==> config.mk <==
export PLATFORM = sky130hd
export DESIGN_NAME = tm1640_serial_writer
export DESIGN_NICKNAME = d
export VERILOG_FILES = /design/src/rtl/tm1640_serial_writer_pkg.sv /design/src/rtl/tm1640_serial_writer_tick_divider.sv /design/src/rtl/tm1640_serial_writer.sv
export SDC_FILE = /design/constraint.sdc
export NUM_CORES = 1
export LEC_CHECK = 0
export CORE_AREA = 2 2 67 69
export DETAILED_ROUTE_END_ITERATION = 8
export DIE_AREA = 0 0 69 71
export GPL_TIMING_DRIVEN = 0
export HOLD_SLACK_MARGIN = 0.08
export PLACE_DENSITY = 0.71
export SKIP_LAST_GASP = 1
export SYNTH_ARGS = -nofsm -noshare
export SYNTH_HDL_FRONTEND = slang
export SYNTH_SLANG_ARGS = --single-unit
==> constraint.sdc <==
create_clock -name CLK -period 2.1 [get_ports CLK]
set_input_delay 0.21 -clock CLK [delete_from_list [all_inputs] [get_ports CLK]]
set_output_delay 0.21 -clock CLK [all_outputs]
set_load 0.02 [all_outputs]
==> src/rtl/tm1640_serial_writer_pkg.sv <==
// Purpose: shared types and constants for the TM1640 two-wire serial writer.
// Latency: n/a (package only).
// Backpressure: n/a (package only).
package tm1640_serial_writer_pkg;

    // Line-sequencing states; one protocol tick is spent in each non-IDLE state.
    typedef enum logic [2:0] {
        IDLE,
        START,
        BIT_LOW,
        BIT_HIGH,
        STOP_LOW,
        STOP_HIGH,
        STOP_END
    } state_t;

    // A pos of this value turns the request into a single command byte.
    localparam logic [7:0] CMD_ONLY_POS = 8'hFF;

    // Display constants used by the sequencer that drives this block.
    localparam logic [7:0] DISP_ON_CMD = 8'h89;
    localparam logic [7:0] ADDR_BASE   = 8'hC0;

endpackage

==> src/rtl/tm1640_serial_writer_tick_divider.sv <==
// Purpose: protocol tick generator; counts system clocks while enabled.
// Latency: tick pulses for one clock every TICK_CYCLES clocks after enable rises.
// Backpressure: none; counter is held at 0 while en=0.
//
// Ports:
//   CLK  - system clock
//   RST  - asynchronous active-high reset
//   en   - count enable; counter cleared while low
//   tick - one-cycle pulse on the last clock of each tick period
module tm1640_serial_writer_tick_divider
    import tm1640_serial_writer_pkg::*;
#(
    parameter int unsigned TICK_CYCLES = 15
) (
    input  logic CLK,
    input  logic RST,
    input  logic en,
    output logic tick
);

    localparam int unsigned CW = (TICK_CYCLES > 1) ? $clog2(TICK_CYCLES) : 1;
    localparam logic [CW-1:0] LAST = CW'(TICK_CYCLES - 1);

    logic [CW-1:0] cnt;

    always_ff @(posedge CLK or posedge RST) begin
        if (RST) begin
            cnt <= '0;
        end else if (!en || (cnt == LAST)) begin
            cnt <= '0;
        end else begin
            cnt <= cnt + CW'(1);
        end
    end

    assign tick = en && (cnt == LAST);

endmodule

==> src/rtl/tm1640_serial_writer.sv <==
// Purpose: TM1640 two-wire write engine; sends one command byte or an address+data pair.
// Latency: busy for (4 + 16*nbytes) * TICK_CYCLES clocks from the accepting edge.
// Backpressure: valid is only sampled while busy=0; requests during busy are dropped.
//
// Ports:
//   CLK, RST      - system clock, asynchronous active-high reset
//   valid         - request strobe
//   pos           - address byte, or CMD_ONLY_POS for a command-only transfer
//   value         - command byte or segment data byte
//   o_sclk, o_din - registered serial clock / data lines to the display
//   busy          - registered transfer-in-progress flag
module tm1640_serial_writer #(
    parameter int unsigned TICK_CYCLES  = 15,
    parameter logic [7:0]  CMD_ONLY_POS = tm1640_serial_writer_pkg::CMD_ONLY_POS
) (
    input  logic       CLK,
    input  logic       RST,
    input  logic       valid,
    input  logic [7:0] pos,
    input  logic [7:0] value,
    output logic       o_sclk,
    output logic       o_din,
    output logic       busy
);

    import tm1640_serial_writer_pkg::*;

    state_t     state, state_nxt;
    logic       tick;
    logic [7:0] byte0, byte1;
    logic       two_bytes;
    logic [2:0] bit_cnt, bit_nxt;
    logic       byte_cnt, byte_nxt;
    logic [7:0] cur_byte;
    logic       sclk_nxt, din_nxt, busy_nxt;

    tm1640_serial_writer_tick_divider #(
        .TICK_CYCLES (TICK_CYCLES)
    ) u_tick (
        .CLK  (CLK),
        .RST  (RST),
        .en   (state != IDLE),
        .tick (tick)
    );

    // State and bit/byte position registers.
    always_ff @(posedge CLK or posedge RST) begin
        if (RST) begin
            state    <= IDLE;
            bit_cnt  <= '0;
            byte_cnt <= 1'b0;
        end else begin
            state    <= state_nxt;
            bit_cnt  <= bit_nxt;
            byte_cnt <= byte_nxt;
        end
    end

    // Request capture: byte0 is always the first byte on the wire.
    always_ff @(posedge CLK or posedge RST) begin
        if (RST) begin
            byte0     <= '0;
            byte1     <= '0;
            two_bytes <= 1'b0;
        end else if ((state == IDLE) && valid) begin
            byte0     <= (pos == CMD_ONLY_POS) ? value : pos;
            byte1     <= value;
            two_bytes <= (pos != CMD_ONLY_POS);
        end
    end

    // Next-state logic; everything but the IDLE accept waits for a tick.
    always_comb begin
        state_nxt = state;
        bit_nxt   = bit_cnt;
        byte_nxt  = byte_cnt;
        case (state)
            IDLE: begin
                bit_nxt  = '0;
                byte_nxt = 1'b0;
                if (valid) state_nxt = START;
            end
            START:     if (tick) state_nxt = BIT_LOW;
            BIT_LOW:   if (tick) state_nxt = BIT_HIGH;
            BIT_HIGH: begin
                if (tick) begin
                    if (bit_cnt != 3'd7) begin
                        bit_nxt   = bit_cnt + 3'd1;
                        state_nxt = BIT_LOW;
                    end else if (two_bytes && !byte_cnt) begin
                        // Second byte follows directly, no gap tick.
                        bit_nxt   = '0;
                        byte_nxt  = 1'b1;
                        state_nxt = BIT_LOW;
                    end else begin
                        state_nxt = STOP_LOW;
                    end
                end
            end
            STOP_LOW:  if (tick) state_nxt = STOP_HIGH;
            STOP_HIGH: if (tick) state_nxt = STOP_END;
            STOP_END:  if (tick) state_nxt = IDLE;
            default:   state_nxt = IDLE;
        endcase
    end

    // Output decode from the next state so the registered lines switch on the
    // same edge as the state itself.
    always_comb begin
        cur_byte = byte_nxt ? byte1 : byte0;
        sclk_nxt = 1'b1;
        din_nxt  = 1'b1;
        case (state_nxt)
            IDLE:      begin sclk_nxt = 1'b1; din_nxt = 1'b1;              end
            START:     begin sclk_nxt = 1'b1; din_nxt = 1'b0;              end
            BIT_LOW:   begin sclk_nxt = 1'b0; din_nxt = cur_byte[bit_nxt]; end
            BIT_HIGH:  begin sclk_nxt = 1'b1; din_nxt = cur_byte[bit_nxt]; end
            STOP_LOW:  begin sclk_nxt = 1'b0; din_nxt = 1'b0;              end
            STOP_HIGH: begin sclk_nxt = 1'b1; din_nxt = 1'b0;              end
            STOP_END:  begin sclk_nxt = 1'b1; din_nxt = 1'b1;              end
            default:   begin sclk_nxt = 1'b1; din_nxt = 1'b1;              end
        endcase
        busy_nxt = (state_nxt != IDLE);
    end

    always_ff @(posedge CLK or posedge RST) begin
        if (RST) begin
            o_sclk <= 1'b1;
            o_din  <= 1'b1;
            busy   <= 1'b0;
        end else begin
            o_sclk <= sclk_nxt;
            o_din  <= din_nxt;
            busy   <= busy_nxt;
        end
    end

endmodule

## Yosys cells after proc, flatten, opt, wreduce, memory -nomap -nowiden

Cells that the tools add are included.

| storage, ports and cells | value |
|---|---|
| input port bits | 19 |
| logic and storage cells | 65 |
| output and inout port bits | 3 |
| register bits | 31 |

| cells by class | value |
|---|---|
| $add $sub $neg | 2 |
| reductions and logical operators | 12 |
| equality and inequality tests | 15 |
| magnitude comparators | 1 |
| muxes and demuxes | 25 |

Operators with widths:

| operator | number |
|---|---|
| $mux 3 | 12 |
| $pmux 3 s7 | 1 |
| $mux 8 | 2 |
| $eq 3x3->1 const B | 5 |
| $eq 3x2->1 const B | 4 |
| $eq 8x8->1 const B | 1 |
| $ne 8x8->1 const B | 1 |
| $eq 3x1->1 const B | 2 |
| $pmux 3 s2 | 1 |
| $reduce_bool 3->1 | 2 |
| $mux 1 | 5 |
| $add 4x1->4 const B | 1 |
| $eq 4x4->1 const B | 1 |
| $lt 3x4->1 const B | 1 |
| $mux 4 | 1 |
| $pmux 1 s2 | 2 |
| $reduce_or 2->1 | 2 |
| $add 3x1->3 const B | 1 |
| $bmux 1 s3 | 1 |
| $logic_and 1x1->1 | 3 |
| $logic_not 3->1 | 1 |
| $ne 3x3->1 const B | 1 |
| $reduce_or 3->1 | 1 |
| $logic_not 1->1 | 2 |
| $logic_or 1x1->1 | 1 |

## Longest topological paths before layout

Gate-level depths: netlist (run 1).

| depth | value |
|---|---|
| depth after elaboration | 10 |
| mapped depth | 10 |
| depth with buffers taken out | 9 |

## By module

A second synthesis (run 1) with hierarchy kept.

| second synthesis, totals | value |
|---|---|
| cells, all modules | 150 |
| area total of the unflattened synthesis | 1645.3 um^2 |

Modules (own cells, without submodules):

| module | cells an instance | seq. area each (um^2) | area an instance (um^2) | instances |
|---|---|---|---|---|
| tm1640_serial_writer | 129 | 678.2 | 1432.6 | 1 |
| tm1640_serial_writer_tick_divider | 21 | 100.1 | 212.7 | 1 |

## Worst setup path after synthesis (run 1)

Ideal clock, no wire load.

| path | value |
|---|---|
| path type | reg-to-reg |
| start point | reg u_tick.cnt[0] |
| end point | reg o_din |
| arrival time | 2.011 ns |
| library setup time | 0.083 ns |
| slack | 0.006 ns |
| stages on the path, launching flop included | 10 |
| cell sequence | dfrtp_1 > inv_1 > ha_1 > nand3_2 > o31ai_2 > buf_6 > mux2_4 > o2111ai_2 > nand4_1 > a221o_1 |

| between the ends | value |
|---|---|
| word-level cells in the longest chain between the ends | 8 |
| elaborated cells on any way between the ends | 24 |
| classes of those cells | 6 x eq/ne; 15 x mux; 3 x reduce/logical |

Ends and longest elaborated chain:

| what | line | text |
|---|---|---|
| start: declaration | tm1640_serial_writer_tick_divider.sv:24 | `logic [CW-1:0] cnt;` |
| start signal: assignment | tm1640_serial_writer_tick_divider.sv:32 | `cnt <= cnt + CW'(1);` |
| $eq 4x4->1 | tm1640_serial_writer_tick_divider.sv:36 | `assign tick = en && (cnt == LAST);` |
| $logic_and 1x1->1 | tm1640_serial_writer_tick_divider.sv:36 |  |
| $mux 1 | tm1640_serial_writer.sv:86 | `if (tick) begin` |
| $pmux 1 s2 | tm1640_serial_writer.sv:77 | `case (state)` |
| named net byte_nxt | tm1640_serial_writer.sv:33 | `logic byte_cnt, byte_nxt;` |
| $mux 8 | tm1640_serial_writer.sv:110 | `cur_byte = byte_nxt ? byte1 : byte0;` |
| $bmux 1 s3 | tm1640_serial_writer.sv:116, tm1640_serial_writer.sv:117 |  |
| $mux 1 (not written as such) | tm1640_serial_writer.sv:116, tm1640_serial_writer.sv:117 |  |
| $pmux 1 s2 | tm1640_serial_writer.sv:113 | `case (state_nxt)` |
| named net din_nxt | tm1640_serial_writer.sv:35 | `logic sclk_nxt, din_nxt, busy_nxt;` |
| end signal: assignment | tm1640_serial_writer.sv:133 | `o_din <= din_nxt;` |
| end: declaration | tm1640_serial_writer.sv:22 | `output logic o_din,` |

The timed path passes the listed nets, and every way through them passes these cells. The select of a mux whose other input is x is not followed.
A chain may end at the register's enable or synchronous reset.

## Worst setup path after layout (run 1)

Ends and elaborated chain as after synthesis.

==> results.md, run 1 <==
* Outcome: complete, but fails checks
* Violated checks: negative setup slack
* Logic gate share of total power at 37.5%
* Worst-Skew Late Latency at 0.28 ns
* First-pass GRT wire length at 5.46 mm
* Reg2reg path depth at 9
* Nets at 206
* FFs w/ async S/R, synth at 100%
* Antenna violations before repair at 0
* CP Capture Type: flip-flop
* Final instance area at 2070 sq um
* Worst vdd ir at 511 uV
* Slowest stage cell, crit path: dfrtp_1
* Synth Flop Type: dfrtp_1
* Io pins at 22
* Core footprint at 4200 sq um
* H-Tree Depth at 2
* CP Buf/Inv Count at 2
* Lkg Pwr at 0.000888 uW
* Flop pwr share at 43.6%
* Max-slew violation count at 0
* Seq cells post-synth at 31
* Antenna diode count at 0
* CTS tree: yes
* Sequential fraction of the synthesis area at 47.6%
* Net Sw Frac at 34.1%
* DIE WIDTH at 69 um
* Critical R2R Capture: o_din
* Die Ht at 71 um
* Final setup fails at 1
* CP Class: reg2reg
* Synth cell types at 35
* CP max stage delay at 0.41 ns
* Synthesized area at 1630 sq um
* Mapped Cells at 151
* Tcrit/Tclk final at 106%
* Avg Cell Area, Syn at 10.8 sq um
* Total Power at 2340 uW
* Via count at 1197
* R2R Setup Slk at -0.13 ns
* Layout cell share with drive strength beyond 1 at 21.7%
* Num CTS Buffers at 5
* CTS root buf: clkbuf_8
* Fmax at 449 MHz
* Clk sinks at 31
* Drt total wl at 3.09 mm
* CP cell instances: inv_2 -> ha_4 -> nand3_4 -> o31ai_4 -> buf_6 -> mux2_4 -> o2111ai_2 -> nand4_1 -> a221o_1
* Ys Warns at 0
* Top cells by area, synth: dfrtp_1 44%, mux2i_1 7.4%, mux2_2 6.2%, o21ai_0 4.6%, nand2_1 4.1%
* Internal at 1540 uW
* Worst slew pin tran at 1.15 ns
* Starting Density at 38.9%
* Via density at 5.07
* Largest net degree at the start of global routing at 32
* Placed cell area at 1910 sq um
* Remaining Overflow, GRT at 0
* Cell Pwr Density at 1130 nW/um^2
* Fin worst setup slack at -0.129 ns
* Wire per inst at 13.1 um
* Crit path max-delay family: compound AO/OA/AOI/OAI gates
* Reg2reg start: u_tick.cnt[0]
* Hold path start: byte0[4]
* DRC Markers at 0
* Antenna Nets Post-Route at 0
* Num rows at 24
* Yosys top cell area share at 44.4%
* Overall Global Routing Usage at 14.1%
* Net Sw Power at 798 uW
* Port Buffers at 21
* CTS Buffer Depth at 2
* Max-cap viol count at 0
* RePlAce Congestion at 0.743
* Final hold violations at 0
* Startpoint Class: flip-flop
* Die ar. at 4900 sq um
* Drt pass-1 iters at 4
* Synthesis-to-layout area growth at 26.7%
* Worst Hold Endpoint: byte0[4]
* Hold path depth at 2
* Period minus WS final at 2.23 ns
* Setup TNS at -0.129 ns
* Hpwl dp at 2.17 mm
* CP max FO at 6
* Number of global-route vias before repair at 1178
* EDFF count, synth at 0
* CP arrival at 2.43 ns
* Yosys top cell by area: dfrtp_1
* CTS clk-pin slew, worst paths at 0.07 ns
* RSZ-0062 raised after global routing: yes
* Syn_nets at 174
* Clock skew at 0.00986 ns
* Worst Hold Class: reg2reg
* Drt initial violations at 28
* Clock Power Share at 18.8%
* Slew headroom at 22.9%
* Required @ worst endpoint at 2.30 ns
-- sequential cells by signal, indices dropped and copies added, names as in the netlist, 3 cells and up --
| name | cells |
|---|---|
| byte0 | 8 |
| byte1 | 8 |
| u_tick.cnt | 4 |
| bit_cnt | 3 |
| state | 3 |
-- Yosys cell counts, types with 2 or more instances --
master / instances
nor3_1: 4
nand4_1: 3
a32o_1: 2
inv_1: 5
a21oi_1: 5
xnor2_1: 2
nand2_1: 18
nor2_1: 9
mux2_4: 2
nand3_1: 3
nand3b_1: 2
clkbuf_1: 4
mux2_2: 9
dfstp_2: 2
buf_6: 4
o21ai_0: 15
dfrtp_1: 29
o31ai_2: 2
mux2i_1: 12
ha_1: 4
-- per-stage QoR --
step / cells / worst slack, ns / utilization (%) / hold slack (ns)
after floorplan: 151 / 0.00602 / - / 0.312
after global placement: 224 / -0.176 / 45.4 / 0.460
after detailed placement: 224 / -0.191 / 45.4 / 0.470
after CTS: 235 / -0.136 / 48.6 / 0.483
after global routing: 236 / -0.223 / 49.3 / 0.527
final: 236 / -0.129 / 49.3 / 0.474
-- worst max path at each step --
stage / cells past startpoint / end / from
after floorplan: 9 / o_din / u_tick.cnt[0]
after global placement: 9 / o_din / u_tick.cnt[0]
after detailed placement: 9 / o_din / u_tick.cnt[0]
after CTS: 9 / o_din / bit_cnt[0]
after global routing: 9 / o_din / u_tick.cnt[0]
final: 9 / o_din / u_tick.cnt[0]
-- cell usage in the layout, fill, tap and decap left out, drive strengths merged, types with 3 or more instances in the layout --
cell type,Yosys,final
clkdlybuf4s50,0,21
nor3,4,4
nand4,3,3
ha,4,4
nor2,9,9
mux2,12,12
dfrtp,29,29
clkbuf,4,10
mux2i,12,12
inv,5,5
nand3,4,4
a21oi,5,5
o21ai,16,16
nand3b,3,3
nand2,18,18
buf,4,9
-- worst register-to-register path, delay by kind of cell (launching register included) --
family                   cells  cell delay, ns
AO/OA/AOI/OAI                3            0.78
AND/OR/NAND/NOR              2            0.25
buffers and inverters        2            0.27
flip-flops                   1            0.41
multiplexers                 1            0.31
adder cells (fa/ha/maj)      1            0.15
-- layer usage --
layer  global-route usage, %  wire length [um]  up-vias
li1                        -                 -      604
met1                    18.8              1500      569
met2                    21.8              1460       19
met3                    3.99                86        5
met5                       0                 0        -
met4                    5.88                43        0
-- timing repair --
item | 4_1_cts | 5_1_grt
pin swaps | 1 | 2
cloned | 1 | 0
gates resized for setup | 6 | 6
hold buffers | 0 | 0
endpoints found under the hold margin | 0 | 0
setup buffers | 2 | 2
setup endpoints to repair | 1 | 6
-- power by group through the flow --
| stage | logic [uW] | clock network, uW | registers [uW] |
|---|---|---|---|
| 2_1_floorplan | 612 | 0 | 1000 |
| 3_3_place_gp | 798 | 0 | 1010 |
| 3_5_place_dp | 819 | 0 | 1020 |
| 4_1_cts | 854 | 450 | 1020 |
| 5_1_grt | 1010 | 473 | 1060 |
| 6_report | 878 | 440 | 1020 |
-- cell families (layout without fill, tap and decap cells) --
| logic type | Yosys count | after routing | synth area share (%) |
|---|---|---|---|
| AOI/OAI and AO/OA | 30 | 30 | 12.3 |
| xor gates and xnor gates | 3 | 3 | 1.61 |
| adders and majority gates | 4 | 4 | 3.06 |
| buffers and inverters | 13 | 46 | 4.82 |
| DFF | 31 | 31 | 47.6 |
| muxes | 24 | 24 | 16.1 |
| and+or+nand+nor | 46 | 46 | 14.5 |
-- final cells by class --
cell class	instances	area, sq um
clock inverters	1	5.00
plain buffers	7	57.6
well taps	52	65.1
clock buffers	7	76.3
repair buffers	26	248
flip-flops and latches	31	778
fillers	408	2130
multi-input cells	107	822
inverters	5	18.8
No activity file was read; power rests on OpenSTA's default activity.
==> run 2: changes to the inputs <==
SETUP_SLACK_MARGIN = 0.5   (was unset)
==> run 2 against run 1 <==
  * The flow still finishes with violations (negative setup slack)
  * Sequential cell count unchanged
  * Register-to-register slack improved by 0.02 ns
  * Final cell count rose by 1.7%
  * Die area is the same
  * Sequential power is essentially flat
  * Critical path depth is 1 higher
  * Global-route usage is 0.13 points higher
  * Sequential share of layout area fell by 1.0 points
  * Final area increased by 2.8%
  * Core utilization up 1.4 points
  * Clock skew decreased by 0.0077 ns
==> results.md, run 2 (synthesis gave the netlist of run 1 again) <==
* Outcome: complete, but fails checks
* Violated checks: negative setup slack
* Period minus WS final at 2.21 ns (-0.0198 ns)
* Drt total wl at 3.20 mm (+3.6%)
* Worst-Skew Late Latency at 0.28 ns (about the same)
* Overall Global Routing Usage at 14.2% (+0.13 points)
* Startpoint Class: flip-flop
* Reg2reg start: bit_cnt[0]
* Required @ worst endpoint at 2.31 ns (about the same)
* Drt initial violations at 87 (+210%)
* CP Capture Type: flip-flop
* Slowest stage cell, crit path: dfrtp_1
* Crit path max-delay family: compound AO/OA/AOI/OAI gates
* Non-Filler Instances at 240 (+1.7%)
* Die Ht at 71 um (unchanged)
* Antenna diode count at 0 (unchanged)
* Registers with the most flip-flops: byte0 (8), byte1 (8), u_tick.cnt (4)
* Commonest non-fill, non-tap cells in the layout: 29 x dfrtp_1, 19 x clkdlybuf4s50_1, 15 x nand2_1, 15 x o21ai_0, 12 x mux2i_1
* Hold path depth at 2 (unchanged)
* Fill count at 385 (-5.6%)
* Number of global-route vias before repair at 1225 (+4.0%)
* Io pins at 22 (unchanged)
* Cell Pwr Density at 1110 nW/um^2 (-1.7%)
* Slew headroom at 23.9% (+1.0 points)
* Worst vdd ir at 472 uV (-7.6%)
* Fmax at 453 MHz (+0.90%)
* Reg2reg path depth at 10 (+1)
* First-pass GRT wire length at 5.49 mm (+0.64%)
* Layout cell share with drive strength beyond 1 at 27.7% (+5.9 points)
* Antenna Nets Post-Route at 0 (unchanged)
* Die ar. at 4900 sq um (unchanged)
* CTS root buf: clkbuf_8
* CP max FO at 5 (-1)
* Clock skew at 0.00215 ns (-0.00771 ns)
* RePlAce Congestion at 0.754 (+1.4%)
* R2R Setup Slk at -0.11 ns (+0.02 ns)
* Antenna violations before repair at 0 (unchanged)
* DRC Markers at 0 (unchanged)
* Worst Hold Class: reg2reg
* Total Power at 2360 uW (+1.0%)
* Port Buffers at 21 (unchanged)
* Drt pass-1 iters at 4 (unchanged)
* Worst Hold Endpoint: byte0[1]
* Wire per inst at 13.3 um (+1.9%)
* CP Buf/Inv Count at 1 (-1)
* Remaining Overflow, GRT at 0 (unchanged)
* DIE WIDTH at 69 um (unchanged)
* RSZ-0062 raised after global routing: yes
* Worst slew pin tran at 1.14 ns (-0.0151 ns)
* CTS tree: yes
* Core footprint at 4200 sq um (unchanged)
* Num CTS Buffers at 5 (unchanged)
* CP Class: reg2reg
* Num rows at 24 (unchanged)
* Place WS at -0.134 ns (+0.0568 ns)
* Final setup fails at 1 (unchanged)
* CTS clk-pin slew, worst paths at 0.06 ns (about the same)
* H-Tree Depth at 2 (unchanged)
* CTS Buffer Depth at 2 (unchanged)
* Most common cell after layout, fill and taps aside: dfrtp_1
* Hold path start: byte0[1]
* Tcrit/Tclk final at 105% (-0.94 points)
* Setup TNS at -0.109 ns (+0.0198 ns)
* Max-cap viol count at 0 (unchanged)
* CP arrival at 2.42 ns (about the same)
* Fin worst setup slack at -0.109 ns (+0.0198 ns)
* Via count at 1219 (+1.8%)
* Placed insts at 224 (unchanged)
* Largest net degree at the start of global routing at 32 (unchanged)
* Lkg Pwr at 0.000924 uW (+4.1%)
* Nets at 211 (+2.4%)
* Max-slew violation count at 0 (unchanged)
* Hpwl dp at 2.17 mm (+0.33%)
* CP max stage delay at 0.35 ns (-0.06 ns)
* Clk sinks at 31 (unchanged)
* CP cell instances: ha_2 -> ha_4 -> nand2_2 -> o31ai_4 -> buf_6 -> mux2_4 -> nor2_2 -> a2111o_1 -> nand4_1 -> a221o_1
* Synthesis-to-layout area growth at 30.2%
* Starting Density at 38.9% (unchanged)
* Final hold violations at 0 (unchanged)
* Critical R2R Capture: o_din
* Via density at 5.08 (+0.14%)
## run 2: cell count changes in the layout (fill, tap and decap cells not counted), moves of 2 or more
cell	previous run	this run
clkbuf_1	4	2
clkdlybuf4s50_1	21	19
nand2_2	0	2
nand2_1	18	15
buf_4	5	8
## run 2: area by class of cell
class	count	area, sq um	area share (%)
Tap cell	52	65.1	3.06
Clock buffer	7	76.3	3.59
Multi-Input combinational cell	107	837	39.3
Timing Repair Buffer	30	277	13.0
Buffer	8	76.3	3.59
Inverter	5	18.8	0.882
Sequential cell	31	778	36.6
## run 2: worst max-delay path by stage
stage | depth (start not counted) | from | end
3_3_place_gp | 9 | u_tick.cnt[0] | o_din
4_1_cts | 10 | u_tick.cnt[0] | o_din
2_1_floorplan | 9 | bit_cnt[0] | o_din
3_5_place_dp | 9 | u_tick.cnt[0] | o_din
6_report | 10 | bit_cnt[0] | o_din
5_1_grt | 10 | bit_cnt[0] | o_din
## run 2: worst min-delay path, cell delays in order, from the launching register on
cell and delay, ns:
dfrtp_1 0.34, nand2_1 0.04, o21ai_0 0.06
## run 2: what timing repair did
action,4_1_cts,5_1_grt
setup buffers,5,3
cloned,1,0
resized for setup,9,8
hold buffers,0,0
pin swaps,4,4
hold endpoints to repair,0,0
endpoints found under the setup margin,17,18
## run 2: metrics by stage
step           hold slack (ns)  util [%]  instance area (sq um)
3_5_place_dp             0.470      46.1                   1940
4_1_cts                  0.483      49.6                   2090
6_report                 0.479      50.6                   2130
3_3_place_gp             0.462      46.1                   1940
5_1_grt                  0.520      50.6                   2130
2_1_floorplan            0.312         -                   1660
## run 2: per-layer routing
layer  track usage, %  share of wire (%)
met4             4.58                1.3
met5                0                  0
met1             17.6                 46
met3             4.70                4.8
met2             23.7                 48
## run 2: where the power goes
group	internal (uW)	switching (uW)	total (uW)	leakage (uW)
registers	857	156	1010	0.000375
logic	470	445	915	0.000512
clock network	228	207	435	0.0000383
==> edit 1 (settings of run 2) <==
`TICK_CYCLES` is set to 15 in 2 places; all go to 30.
--- a/src/rtl/tm1640_serial_writer_tick_divider.sv
+++ b/src/rtl/tm1640_serial_writer_tick_divider.sv
@@ -12,3 +12,3 @@
 #(
-    parameter int unsigned TICK_CYCLES = 15
+    parameter int unsigned TICK_CYCLES = 30
 ) (
--- a/src/rtl/tm1640_serial_writer.sv
+++ b/src/rtl/tm1640_serial_writer.sv
@@ -12,3 +12,3 @@
 module tm1640_serial_writer #(
-    parameter int unsigned TICK_CYCLES  = 15,
+    parameter int unsigned TICK_CYCLES  = 30,
     parameter logic [7:0]  CMD_ONLY_POS = tm1640_serial_writer_pkg::CMD_ONLY_POS
Check against the original RTL: same outputs for any inputs over 10 cycles, from zero or initial values and one cycle with RST high; that may be too few to reach the edited logic, so the function may still have changed.
==> edit 1 against run 2 <==
The flow still finishes with violations (negative setup slack); sequential cell count increased by 1; total power increased by 3.0%; design area increased by 9.8%; area after synthesis increased by 2.7%; final cell count increased by 7.9%; first-iteration DRC count decreased by 4.6%; routed wire length increased by 15%; setup slack got worse by 0.21 ns; largest cell class unchanged; highest routed layer unchanged.
==> edit 1: results (changes against run 2) <==
[status]
status = finished with violations
violations = negative setup slack

[route]
vias_per_cell = 5.28  ; +3.9%
route.met2.wl_um = 1750  ; +14%
met1_length_um = 1650  ; +13%
wire_per_inst_um = 14.2  ; +6.4%

[synth]
synth_common_cells = 30 x dfrtp_1, 22 x nand2_1, 17 x o21ai_0
yosysSeqAreaShare = 0.479  ; +0.00248
synthDistinctLibCells = 42  ; +20%
ys_top_cells_by_area = dfrtp_1 45%, mux2_2 8.7%, o21ai_0 5.1%
postSynthCellCount = 161  ; +6.6%
synth_nets = 184  ; +5.7%

[power]
vdd_ir_drop_max_uv = 565  ; +20%
internal_power_w = 0.00162  ; +4.2%
p_leak_nw = 0.991  ; +7.2%

[final_layout]
drive_gt1_frac = 0.329  ; +0.0519
n_fill_cell = 377  ; -2.1%
reg.largest.list = byte0 (8), byte1 (8), u_tick.cnt (5)

[global_route]
grt_pass1_vias = 1368  ; +12%
met3_usage = 0.0570  ; +0.00997
grt_max_degree = 33  ; +3.1%
grt_usage = 0.166  ; +0.0233
grt_pass1_wl_um = 6380  ; +16%
use_met1 = 0.215  ; +0.0393
met2_usage = 0.260  ; +0.0224

[worst_setup_path]
critPathSlowestCell = or4_4
r2r_cells = 8  ; -2
cpPeakStageDelay_ns = 0.47  ; +0.12 ns
crit_start = byte_cnt$_DFF_PP0_
critPathMaxFanout = 6  ; +1

[timing]
setup_viol = 1  ; unchanged
finalSetupTns_ns = -0.317  ; -0.208 ns
tightestPinTransition_ns = 0.560  ; -0.580 ns
setup_ws_ns = -0.317  ; -0.208 ns

[placed_design]
post-place-ws_ns = -0.474  ; -0.340 ns
dp.cells = 234  ; +4.5%
place.gp.congestion = 0.849  ; +13%
dp_hpwl_um = 2360  ; +8.6%

[clocking]
cts_made_buffers = 5  ; unchanged

[min_path]
min_path_type = input pin to async pin

## edit 1: cell types whose count changed after synthesis, moves of 3 or more
| cell | change |
|---|---|
| buf_6 | -3 |
| nand2_1 | +4 |
| nand3_1 | +4 |
| a21oi_1 | -3 |
| mux2_2 | +4 |
| mux2i_1 | -4 |
## edit 1: worst max-delay path, delay by kind of cell (launching register included)
family | cells | cell delay, ns
AO/OA/AOI/OAI | 3 | 0.84
buffers and inverters | 1 | 0.13
multiplexers | 1 | 0.11
flip-flops | 1 | 0.42
AND/OR/NAND/NOR | 3 | 0.84
## edit 1: cell families after synthesis
group	synth area share
flip-flops	0.479
adder cells (fa/ha/maj)	0.0298
buffers and inverters	0.0298
XOR/XNOR	0.0209
AO/OA/AOI/OAI	0.128
multiplexers	0.135
AND/OR/NAND/NOR	0.178
## edit 1: final cells by class
type / instances / share of cell area
well taps: 52 / 0.0279
flip-flops and latches: 32 / 0.344
inverters: 7 / 0.0123
multi-input cells: 118 / 0.400
clock buffers: 7 / 0.0412
plain buffers: 4 / 0.0107
repair buffers: 39 / 0.163
## edit 1: timing repair
item	in CTS	in global routing
gates cloned	0	0
resized for setup	22	7
endpoints found under the setup margin	18	23
pin swaps	6	4
buffers inserted	16	1
## edit 1: power groups by stage
stage	Sequential (W)	Clock, W	Combinational [W]
floorplan	0.00103	0	0.000545
global placement	0.00104	0	0.000703
detailed placement	0.00105	0	0.000713
CTS	0.00104	0.000517	0.000850
finish	0.00104	0.000505	0.000883
global route	0.00108	0.000544	0.000992
## edit 1: stage by stage
step | instance area (µm²) | hold WS, ns
after floorplan | 1710 | 0.325
after global placement | 1990 | 0.462
after detailed placement | 1990 | 0.464
after CTS | 2290 | 0.481
after global routing | 2340 | 0.171
final | 2340 | 0.137
==> edit 2 (config.mk and constraints of run 2) <==
Without the edit above. Reset style: synchronous (`RST`), changed in 4 clocked blocks. Comments in the files are not updated.
--- a/src/rtl/tm1640_serial_writer_tick_divider.sv
+++ b/src/rtl/tm1640_serial_writer_tick_divider.sv
@@ -25,3 +25,3 @@
 
-    always_ff @(posedge CLK or posedge RST) begin
+    always_ff @(posedge CLK) begin
         if (RST) begin
--- a/src/rtl/tm1640_serial_writer.sv
+++ b/src/rtl/tm1640_serial_writer.sv
@@ -46,3 +46,3 @@
     // State and bit/byte position registers.
-    always_ff @(posedge CLK or posedge RST) begin
+    always_ff @(posedge CLK) begin
         if (RST) begin
@@ -59,3 +59,3 @@
     // Request capture: byte0 is always the first byte on the wire.
-    always_ff @(posedge CLK or posedge RST) begin
+    always_ff @(posedge CLK) begin
         if (RST) begin
@@ -125,3 +125,3 @@
 
-    always_ff @(posedge CLK or posedge RST) begin
+    always_ff @(posedge CLK) begin
         if (RST) begin
Check against the original RTL: differs if RST is asserted again (counterexample within 4 cycles, from zero or initial values and one cycle with RST high); with RST held inactive, the same outputs for 10 cycles.
==> edit 2 against run 2 <==
The run still ends with negative setup slack left; area after synthesis shrank 9.6%; die area is the same; routed wire length grew 30%; clock skew grew 0.0016 ns; core utilization grew 4.4 points; sequential cell count is the same; design area grew 8.7%; global-route usage grew 2.3 points; via count grew 27%; synthesized cell count grew 19%; setup slack lost 0.059 ns.
Power is not compared: it rests on default switching activity, and its combinational part moved more than twofold at a synthesized area within 25%.
==> edit 2: results (changes against run 2) <==
[synth]
synth_compound_area_frac = 0.213  ; +0.0901
synthMuxAreaShare = 0.0339  ; -0.127
synthDistinctLibCells = 35  ; unchanged
synth_nets = 202  ; +16%
postSynthCellCount = 179  ; +19%
synth-async-reset-ratio = 0  ; -1.00
syn_area_mm2 = 0.00148  ; -9.6%
synth_fa_ha_area_frac = 0.0339  ; +0.00324
synthXorXnorAreaFrac = 0.0119  ; -0.00423
ys_top_cells_by_area = dfxtp_1 42%, nand2_1 7.9%, a21oi_1 6.1%
synth_common_cells = 31 x dfxtp_1, 31 x nand2_1, 18 x a21oi_1
yosysSeqAreaShare = 0.420  ; -0.0563

[timing]
setup_viol = 1  ; unchanged
setup_ws_ns = -0.168  ; -0.0586 ns
skew_ns = 0.00379  ; +0.00164 ns
finalSetupTns_ns = -0.168  ; -0.0586 ns
slew_headroom = 0.638  ; +0.399

[global_route]
use_met1 = 0.197  ; +0.0209
grt_max_degree = 11  ; -66%
grt_pass1_vias = 1385  ; +13%
met3_usage = 0.0385  ; -0.00855
grt_pass1_wl_um = 6520  ; +19%

[worst_setup_path]
crit_start = u_tick.cnt[0]$_SDFF_PP0_
critPathMaxFanout = 6  ; +1
cpPeakStageDelay_ns = 0.45  ; +0.10 ns
cp.arrival_ns = 2.49  ; +0.07 ns
critPathSlowestCell = a2111oi_2

[placed_design]
post-place-ws_ns = -0.367  ; -0.233 ns
dp.cells = 251  ; +12%
dp_hpwl_um = 2360  ; +8.6%
placed_area_mm2 = 0.00179  ; -7.7%
port_buffers = 20  ; -4.8%

[status]
violations = negative setup slack
status = finished with violations

[route]
wirelength_um = 4150  ; +30%
route.met2.wl_um = 2130  ; +39%
met1_length_um = 1790  ; +22%
vias_per_cell = 5.48  ; +7.9%

[final_layout]
seq_area_um2 = 626  ; -20%
n_fill_cell = 374  ; -2.9%
clkbuf_count = 6  ; -1
buf_share = 0.196  ; +0.0305
final_cell_area_mm2 = 0.00231  ; +8.7%
drive_gt1_frac = 0.317  ; +0.0408
multi_input_comb_cells = 132  ; +23%
multiInputGateArea_mm2 = 0.00103  ; +23%
inverters_excl_clock = 6  ; +1
stdcell_count = 282  ; +18%

[min_path]
min_path_type = input pin to flop
hold_start = RST

[clocking]
post_cts_buffers = 17  ; +12
cts-root-buf = clkbuf_8
cts-resized-gates = 33  ; +24
cts.clk_slew.worst_paths_ns = 0.07

## edit 2: cell types whose count changed after synthesis, sizes merged, moves of 5 or more
cell	run 2	this run
clkbuf	4	9
o21ai	16	5
mux2i	12	5
a221oi	0	5
a21oi	5	18
dfxtp	0	31
nor2	9	14
mux2	12	0
and2	0	5
dfrtp	29	0
o211ai	0	7
nand2	18	32
## edit 2: worst paths after layout
kind / cells past startpoint / to / slack, ns
max: 11 / o_din$_SDFF_PP1_ / -0.17
min: 2 / state[1]$_SDFF_PP0_ / 0.38
max reg2reg: 11 / o_din$_SDFF_PP1_ / -0.17
min reg2reg: 2 / byte1[5]$_SDFFE_PP0P_ / 0.45
## edit 2: power breakdown
group	switching [W]	leakage (nW)	internal, W
combinational	0.0000804	0.551	0.0000717
clock	0.000235	0.0612	0.000384
sequential	0.0000157	0.256	0.000614
